**config.mk**
```make
export PLATFORM = sky130hd
export DESIGN_NAME = keypad_scanner
export DESIGN_NICKNAME = d
export VERILOG_FILES = /design/src/rtl/keypad_pkg.sv /design/src/rtl/keypad_tick_gen.sv /design/src/rtl/keypad_scanner.sv
export SDC_FILE = /design/constraint.sdc
export NUM_CORES = 1
export LEC_CHECK = 0
export BUFFER_PORTS_ARGS = -buffer_cell sky130_fd_sc_hd__buf_4
export CELL_PAD_IN_SITES_DETAIL_PLACEMENT = 1
export CELL_PAD_IN_SITES_GLOBAL_PLACEMENT = 1
export CORE_MARGIN = 2
export CORE_UTILIZATION = 35
export CTS_BUF_LIST = sky130_fd_sc_hd__clkbuf_8
export DETAILED_ROUTE_END_ITERATION = 10
export PLACE_DENSITY = 0.72
export SYNTH_ARGS = -nofsm -noshare
export SYNTH_HDL_FRONTEND = slang
export SYNTH_SLANG_ARGS = --single-unit
```
**constraint.sdc**
```tcl
create_clock -name clk -period 2.8 [get_ports clk]
set_input_delay 0.28 -clock clk [delete_from_list [all_inputs] [get_ports clk]]
set_output_delay 0.28 -clock clk [all_outputs]
set_load 0.005 [all_outputs]
```
**src/rtl/keypad_pkg.sv**
```systemverilog
// Shared types and width helpers for the keypad scanner.
package keypad_pkg;

  typedef enum logic [1:0] {
    SCAN     = 2'd0,
    DEBOUNCE = 2'd1,
    HOLD     = 2'd2,
    RELEASE  = 2'd3
  } scan_state_t;

  // Width of a counter that must be able to hold its terminal value.
  function automatic int cnt_width(input int terminal);
    return $clog2(terminal) + 1;
  endfunction

  // Width of an index into n items (at least one bit).
  function automatic int idx_width(input int n);
    return (n > 1) ? $clog2(n) : 1;
  endfunction

  function automatic int max_int(input int a, input int b);
    return (a > b) ? a : b;
  endfunction

endpackage

```
**src/rtl/keypad_tick_gen.sv**
```systemverilog
// Free-running divider producing a one-cycle scan tick every TICK_DIV clocks.
module keypad_tick_gen #(
  parameter int TICK_DIV = 48000
) (
  input  logic clk,
  input  logic reset,
  output logic tick
);

  localparam int              CNT_W = $clog2(TICK_DIV);
  localparam logic [CNT_W-1:0] LAST = CNT_W'(TICK_DIV - 1);

  logic [CNT_W-1:0] cnt;

  assign tick = (cnt == LAST);

  // Count 0..TICK_DIV-1 and wrap on the tick cycle.
  always_ff @(posedge clk or posedge reset) begin
    if (reset) begin
      cnt <= '0;
    end else if (tick) begin
      cnt <= '0;
    end else begin
      cnt <= cnt + CNT_W'(1);
    end
  end

endmodule

```
**src/rtl/keypad_scanner.sv**
```systemverilog
// Row-scanning matrix keypad controller with debounce and auto-repeat.
module keypad_scanner
  import keypad_pkg::*;
#(
  parameter int NROWS          = 4,
  parameter int NCOLS          = 4,
  parameter int TICK_DIV       = 48000,
  parameter int DEBOUNCE_TICKS = 50,
  parameter int REPEAT_DELAY   = 500,
  parameter int REPEAT_RATE    = 100
) (
  input  logic                             clk,
  input  logic                             reset,
  input  logic [NCOLS-1:0]                 col,
  input  logic                             repeat_en,
  output logic [NROWS-1:0]                 row,
  output logic                             key_valid,
  output logic [$clog2(NROWS*NCOLS)-1:0]   key_code,
  output logic                             key_held
);

  localparam int CODE_W = $clog2(NROWS * NCOLS);
  localparam int RIDX_W = idx_width(NROWS);
  localparam int CIDX_W = idx_width(NCOLS);
  localparam int DEB_W  = cnt_width(DEBOUNCE_TICKS);
  localparam int RPT_W  = cnt_width(max_int(REPEAT_DELAY, REPEAT_RATE));

  localparam logic [RIDX_W-1:0] ROW_LAST   = RIDX_W'(NROWS - 1);
  localparam logic [NROWS-1:0]  ROW_ONE    = NROWS'(1);
  localparam logic [NCOLS-1:0]  COL_ONE    = NCOLS'(1);
  localparam logic [DEB_W-1:0]  DEB_LAST   = DEB_W'(DEBOUNCE_TICKS - 1);
  localparam logic [RPT_W-1:0]  DELAY_LAST = RPT_W'(REPEAT_DELAY - 1);
  localparam logic [RPT_W-1:0]  RATE_LAST  = RPT_W'(REPEAT_RATE - 1);

  logic              tick;
  logic [NCOLS-1:0]  col_meta, col_s;
  scan_state_t       state, state_nxt;
  logic [RIDX_W-1:0] row_idx, row_idx_nxt, row_idx_inc;
  logic [NCOLS-1:0]  key_col, key_col_nxt;
  logic [DEB_W-1:0]  deb_cnt, deb_nxt;
  logic [RPT_W-1:0]  rpt_cnt, rpt_nxt;
  logic              rpt_armed, rpt_armed_nxt;
  logic              key_valid_nxt, key_held_nxt;
  logic [CODE_W-1:0] key_code_nxt, accept_code;
  logic [CIDX_W-1:0] col_idx;
  logic              col_onehot, key_bit, deb_hit, rpt_hit;

  keypad_tick_gen #(
    .TICK_DIV (TICK_DIV)
  ) u_tick_gen (
    .clk   (clk),
    .reset (reset),
    .tick  (tick)
  );

  // Two-flop synchroniser for the asynchronous column sense lines.
  always_ff @(posedge clk or posedge reset) begin
    if (reset) begin
      col_meta <= '0;
      col_s    <= '0;
    end else begin
      // NOTE: non-blocking so the second stage takes the first stage's pre-edge value.
      col_meta <= col;
      col_s    <= col_meta;
    end
  end

  assign row         = ROW_ONE << row_idx;
  assign row_idx_inc = (row_idx == ROW_LAST) ? '0 : row_idx + RIDX_W'(1);
  assign col_onehot  = (col_s != '0) && ((col_s & (col_s - COL_ONE)) == '0);
  assign key_bit     = |(col_s & key_col);
  assign deb_hit     = (deb_cnt == DEB_LAST);
  assign rpt_hit     = rpt_armed ? (rpt_cnt == RATE_LAST) : (rpt_cnt == DELAY_LAST);
  assign accept_code = CODE_W'(row_idx) * CODE_W'(NCOLS) + CODE_W'(col_idx);

  // Encode the latched one-hot column into its index.
  always_comb begin
    col_idx = '0;
    for (int i = 0; i < NCOLS; i++) begin
      if (key_col[i]) col_idx = CIDX_W'(i);
    end
  end

  // State register.
  always_ff @(posedge clk or posedge reset) begin
    if (reset) state <= SCAN;
    else       state <= state_nxt;
  end

  // Next-state and datapath decisions; everything except repeat clearing waits for a tick.
  always_comb begin
    // NOTE: every target gets a default first so no latch is inferred.
    state_nxt     = state;
    row_idx_nxt   = row_idx;
    key_col_nxt   = key_col;
    deb_nxt       = deb_cnt;
    rpt_nxt       = rpt_cnt;
    rpt_armed_nxt = rpt_armed;
    key_valid_nxt = 1'b0;
    key_code_nxt  = key_code;
    key_held_nxt  = key_held;
    case (state)
      SCAN: begin
        if (tick) begin
          if (col_onehot) begin
            key_col_nxt = col_s;
            deb_nxt     = '0;
            state_nxt   = DEBOUNCE;
          end else begin
            row_idx_nxt = row_idx_inc;
          end
        end
      end
      DEBOUNCE: begin
        if (tick) begin
          if (col_s == key_col) begin
            if (deb_hit) begin
              state_nxt     = HOLD;
              deb_nxt       = '0;
              key_valid_nxt = 1'b1;
              key_code_nxt  = accept_code;
              key_held_nxt  = 1'b1;
              rpt_nxt       = '0;
              rpt_armed_nxt = 1'b0;
            end else begin
              deb_nxt = deb_cnt + DEB_W'(1);
            end
          end else begin
            deb_nxt     = '0;
            state_nxt   = SCAN;
            row_idx_nxt = row_idx_inc;
          end
        end
      end
      HOLD: begin
        if (tick && !key_bit) begin
          state_nxt = RELEASE;
          deb_nxt   = '0;
        end else if (!repeat_en) begin
          rpt_nxt       = '0;
          rpt_armed_nxt = 1'b0;
        end else if (tick) begin
          if (rpt_hit) begin
            key_valid_nxt = 1'b1;
            rpt_nxt       = '0;
            rpt_armed_nxt = 1'b1;
          end else begin
            rpt_nxt = rpt_cnt + RPT_W'(1);
          end
        end
      end
      RELEASE: begin
        if (tick) begin
          if (key_bit) begin
            // Release bounce: back to HOLD silently, repeat timing kept.
            state_nxt = HOLD;
            deb_nxt   = '0;
          end else if (deb_hit) begin
            state_nxt    = SCAN;
            deb_nxt      = '0;
            row_idx_nxt  = row_idx_inc;
            key_held_nxt = 1'b0;
          end else begin
            deb_nxt = deb_cnt + DEB_W'(1);
          end
        end
      end
      default: state_nxt = SCAN;
    endcase
  end

  // Datapath and output registers.
  always_ff @(posedge clk or posedge reset) begin
    if (reset) begin
      row_idx   <= '0;
      key_col   <= '0;
      deb_cnt   <= '0;
      rpt_cnt   <= '0;
      rpt_armed <= 1'b0;
      key_valid <= 1'b0;
      key_code  <= '0;
      key_held  <= 1'b0;
    end else begin
      row_idx   <= row_idx_nxt;
      key_col   <= key_col_nxt;
      deb_cnt   <= deb_nxt;
      rpt_cnt   <= rpt_nxt;
      rpt_armed <= rpt_armed_nxt;
      key_valid <= key_valid_nxt;
      key_code  <= key_code_nxt;
      key_held  <= key_held_nxt;
    end
  end

endmodule

```
==> reports/results.txt <==
DIE HEIGHT -> 96.9 um
Antenna Violating Nets Remaining -> 0
R2r endpoint -> rpt_cnt[5]
WP data required -> 3.03 ns
Fin Clk Skew -> 0.0157 ns
Vias -> 2,389
Setup TNS -> 0 ns
Vias in the first global route -> 2,476
Synth top area cells -> dfrtp_1 46%, ha_1 7.0%, mux2_2 3.7%, nor2_1 3.6%, xor2_1 2.6%
First-pass GRT wire length -> 12.1 mm
CP Launch Type -> flip-flop
Pwr Density -> 384 nW/um^2
Share of flip-flops with an asynchronous set or reset -> 1.00
VDD IR max -> 0.000198 V
Synth unique cells -> 50
Inserted Diodes -> 0
Worst slack, placed -> 0.108 ns
Seq cells post-synth -> 56
Crit path DAT -> 2.93 ns
Row cnt -> 33
DP Cell Count -> 425
Worst setup path class -> flip-flop to flip-flop
Total track usage -> 0.154
Sequential share of the synthesized area -> 0.464
Crit path launch -> col_s[1]
Yosys top cell area share -> 0.464
Post-synth EDFFs -> 0
Final core occ -> 0.417
Num CTS Buffers -> 5
Min cycle time layout -> 2.70 ns
Num ports -> 17
Root buf cell -> clkbuf_8
Worst hold path class -> input port to flip-flop
Die width -> 96.9 um
Most frequent standard cell in the layout excluding fill and tap cells -> dfrtp_1
Synth warn -> 0
Final hold violations -> 0
Iteration-0 DRC Markers -> 92
Port Buffers -> 16
Die area -> 9380 sq um
Setup crit end -> rpt_cnt[5]
Post-DP HPWL -> 5.26 mm
Reg2reg setup slack -> 0.1 ns
Syn_nets -> 321
Routed len/inst -> 15.6 um
P_sw -> 303 uW
Syn_area_per_cell -> 10.2 sq um
Mapped Area -> 3020 sq um
Starting density of the core -> 0.364
Number of remaining DRC errors -> 0
Setup violators final -> 0
Clock Latency Late Sink -> 0.32 ns
Gr ovfl total -> 0
WL final -> 6.82 mm
Unrepaired setup endpoints after global routing -> false
H-tree depth -> 2
Antenna violations before repair -> 0
Worst-path clk slew -> 0.11 ns
CORE AREA -> 8300 sq um
RR Startpoint -> col_s[1]
Max Cap Viol -> 0
Leading area contributor after synthesis -> dfrtp_1
Worst setup EP type -> flip-flop
Flop pwr share -> 0.615
Leak -> 0.00149 uW
Max_slew headroom -> 0.611
Fmax achieved -> 370 MHz
Placer Congestion -> 0.804
Share of total power in combinational logic -> 0.030
Crit-path max FO -> 7
Vias per cell -> 5.48
Largest net degree at the start of global routing -> 27
Final worst slack -> 0.0988 ns
Worst-margin pin slew -> 0.579 ns
Most used flip-flop cell after synthesis -> dfrtp_1
Fin cells -> 436
Reg2reg path depth -> 5
Final period util -> 0.965
Drt first pass iters -> 4
Status -> complete, no violations
Area Growth Syn to Fin -> 14.8%
Synth Instances -> 297
# nets final -> 354
Final Max Slew Viols -> 0
Share of cells above drive strength 1 -> 0.190
Int Power -> 1030 uW
Most frequent cells in the layout -> 55 x dfrtp_1, 32 x buf_4, 29 x nor2_1
Clock tree sinks -> 56
CTS tree -> done
Clock Tree Buf Depth -> 2
Clock share of power -> 0.355
Switching Fraction -> 0.227
-- layer usage --
layer | vias up | wire length, um | GRT usage
met5 | - | 0 | 0
li1 | 1148 | - | -
met3 | 5 | 164 | 0.0267
met4 | 0 | 75 | 0.0455
met2 | 23 | 3340 | 0.262
met1 | 1213 | 3240 | 0.201
-- cells in the mapped netlist (2+ instances only) --
cell type / instances
a221oi_1: 2
xnor2_1: 6
or2_2: 3
or3_1: 2
a21oi_1: 12
mux2_2: 10
inv_1: 19
o211ai_1: 3
o31ai_1: 10
nand3_1: 15
nand2b_1: 6
and3_1: 3
clkbuf_1: 6
or4b_4: 2
or4_1: 3
o41ai_1: 2
o221a_2: 2
nand2_1: 18
ha_1: 17
xor2_1: 9
nor3_1: 10
o22ai_1: 7
nor2_1: 29
nand4_1: 6
mux2i_1: 5
dfrtp_1: 56
o21ai_0: 5
nor4_1: 7
-- power by group through the flow --
stage                     logic [uW]  registers, uW  clock network (uW)
after CTS                       42.1            819                 497
after global placement          39.5            834                   0
after floorplan                 22.3            833                   0
final                           40.1            819                 473
after global routing            46.1            820                 537
after detailed placement        40.8            835                   0
-- kinds of logic (layout without fill, tap and decap cells) --
group | after synthesis | in the layout | synth area share
AND/OR/NAND/NOR | 112 | 112 | 0.194
AO/OA/AOI/OAI | 56 | 56 | 0.139
flip-flops | 56 | 56 | 0.464
buffers and inverters | 26 | 60 | 0.0348
adder cells (fa/ha/maj) | 17 | 17 | 0.0705
XOR/XNOR | 15 | 15 | 0.0435
multiplexers | 15 | 15 | 0.0539
-- critical path: stages, from the launching register on --
cell,delay [ns]
dfrtp_2,0.45
ha_1,0.31
or4_1,0.59
o31a_1,0.35
or4b_4,0.60
o41ai_2,0.32
-- per-stage QoR --
stage	hold slack, ns	instance area, sq um	power [uW]
floorplan	0.311	3020	856
global placement	0.217	3340	874
detailed placement	0.221	3340	876
CTS	0.0554	3450	1360
global route	0.0444	3460	1400
finish	0.0672	3460	1330
-- cell type report --
cell class | instances | area (sq um)
clock buffer | 6 | 82.6
clock inverter | 2 | 15.0
fill | 947 | 4830
inverter | 19 | 71.3
multi-input combinational | 215 | 1510
sequential | 56 | 1400
tap | 105 | 131
timing repair buffer | 33 | 250
-- worst min-delay path by stage --
stage	start	to	slack [ns]	cells after the start
after global routing	col[3]	col_meta[3]	0.04	1
after floorplan	col[0]	col_meta[0]	0.31	0
after global placement	reset	u_tick_gen.cnt[3]	0.22	2
after CTS	col[3]	col_meta[3]	0.06	1
after detailed placement	reset	u_tick_gen.cnt[3]	0.22	2
final	col[3]	col_meta[3]	0.07	1
-- registers in the layout, summed over array words and instances (netlist names) --
name / count
u_tick_gen.cnt: 16
key_held: 1
rpt_cnt: 10
state: 2
col_meta: 4
col_s: 4
rpt_armed: 1
row_idx: 2
deb_cnt: 7
key_valid: 1
key_col: 4
key_code: 4
-- repair_timing --
action / in CTS / in global routing
endpoints found under the setup margin: 0 / 1
resized for setup: 0 / 1
buffers inserted: 0 / 2
hold buffers: 1 / 0
hold endpoints to repair: 9 / 0
(Power assumes the default switching activity.)
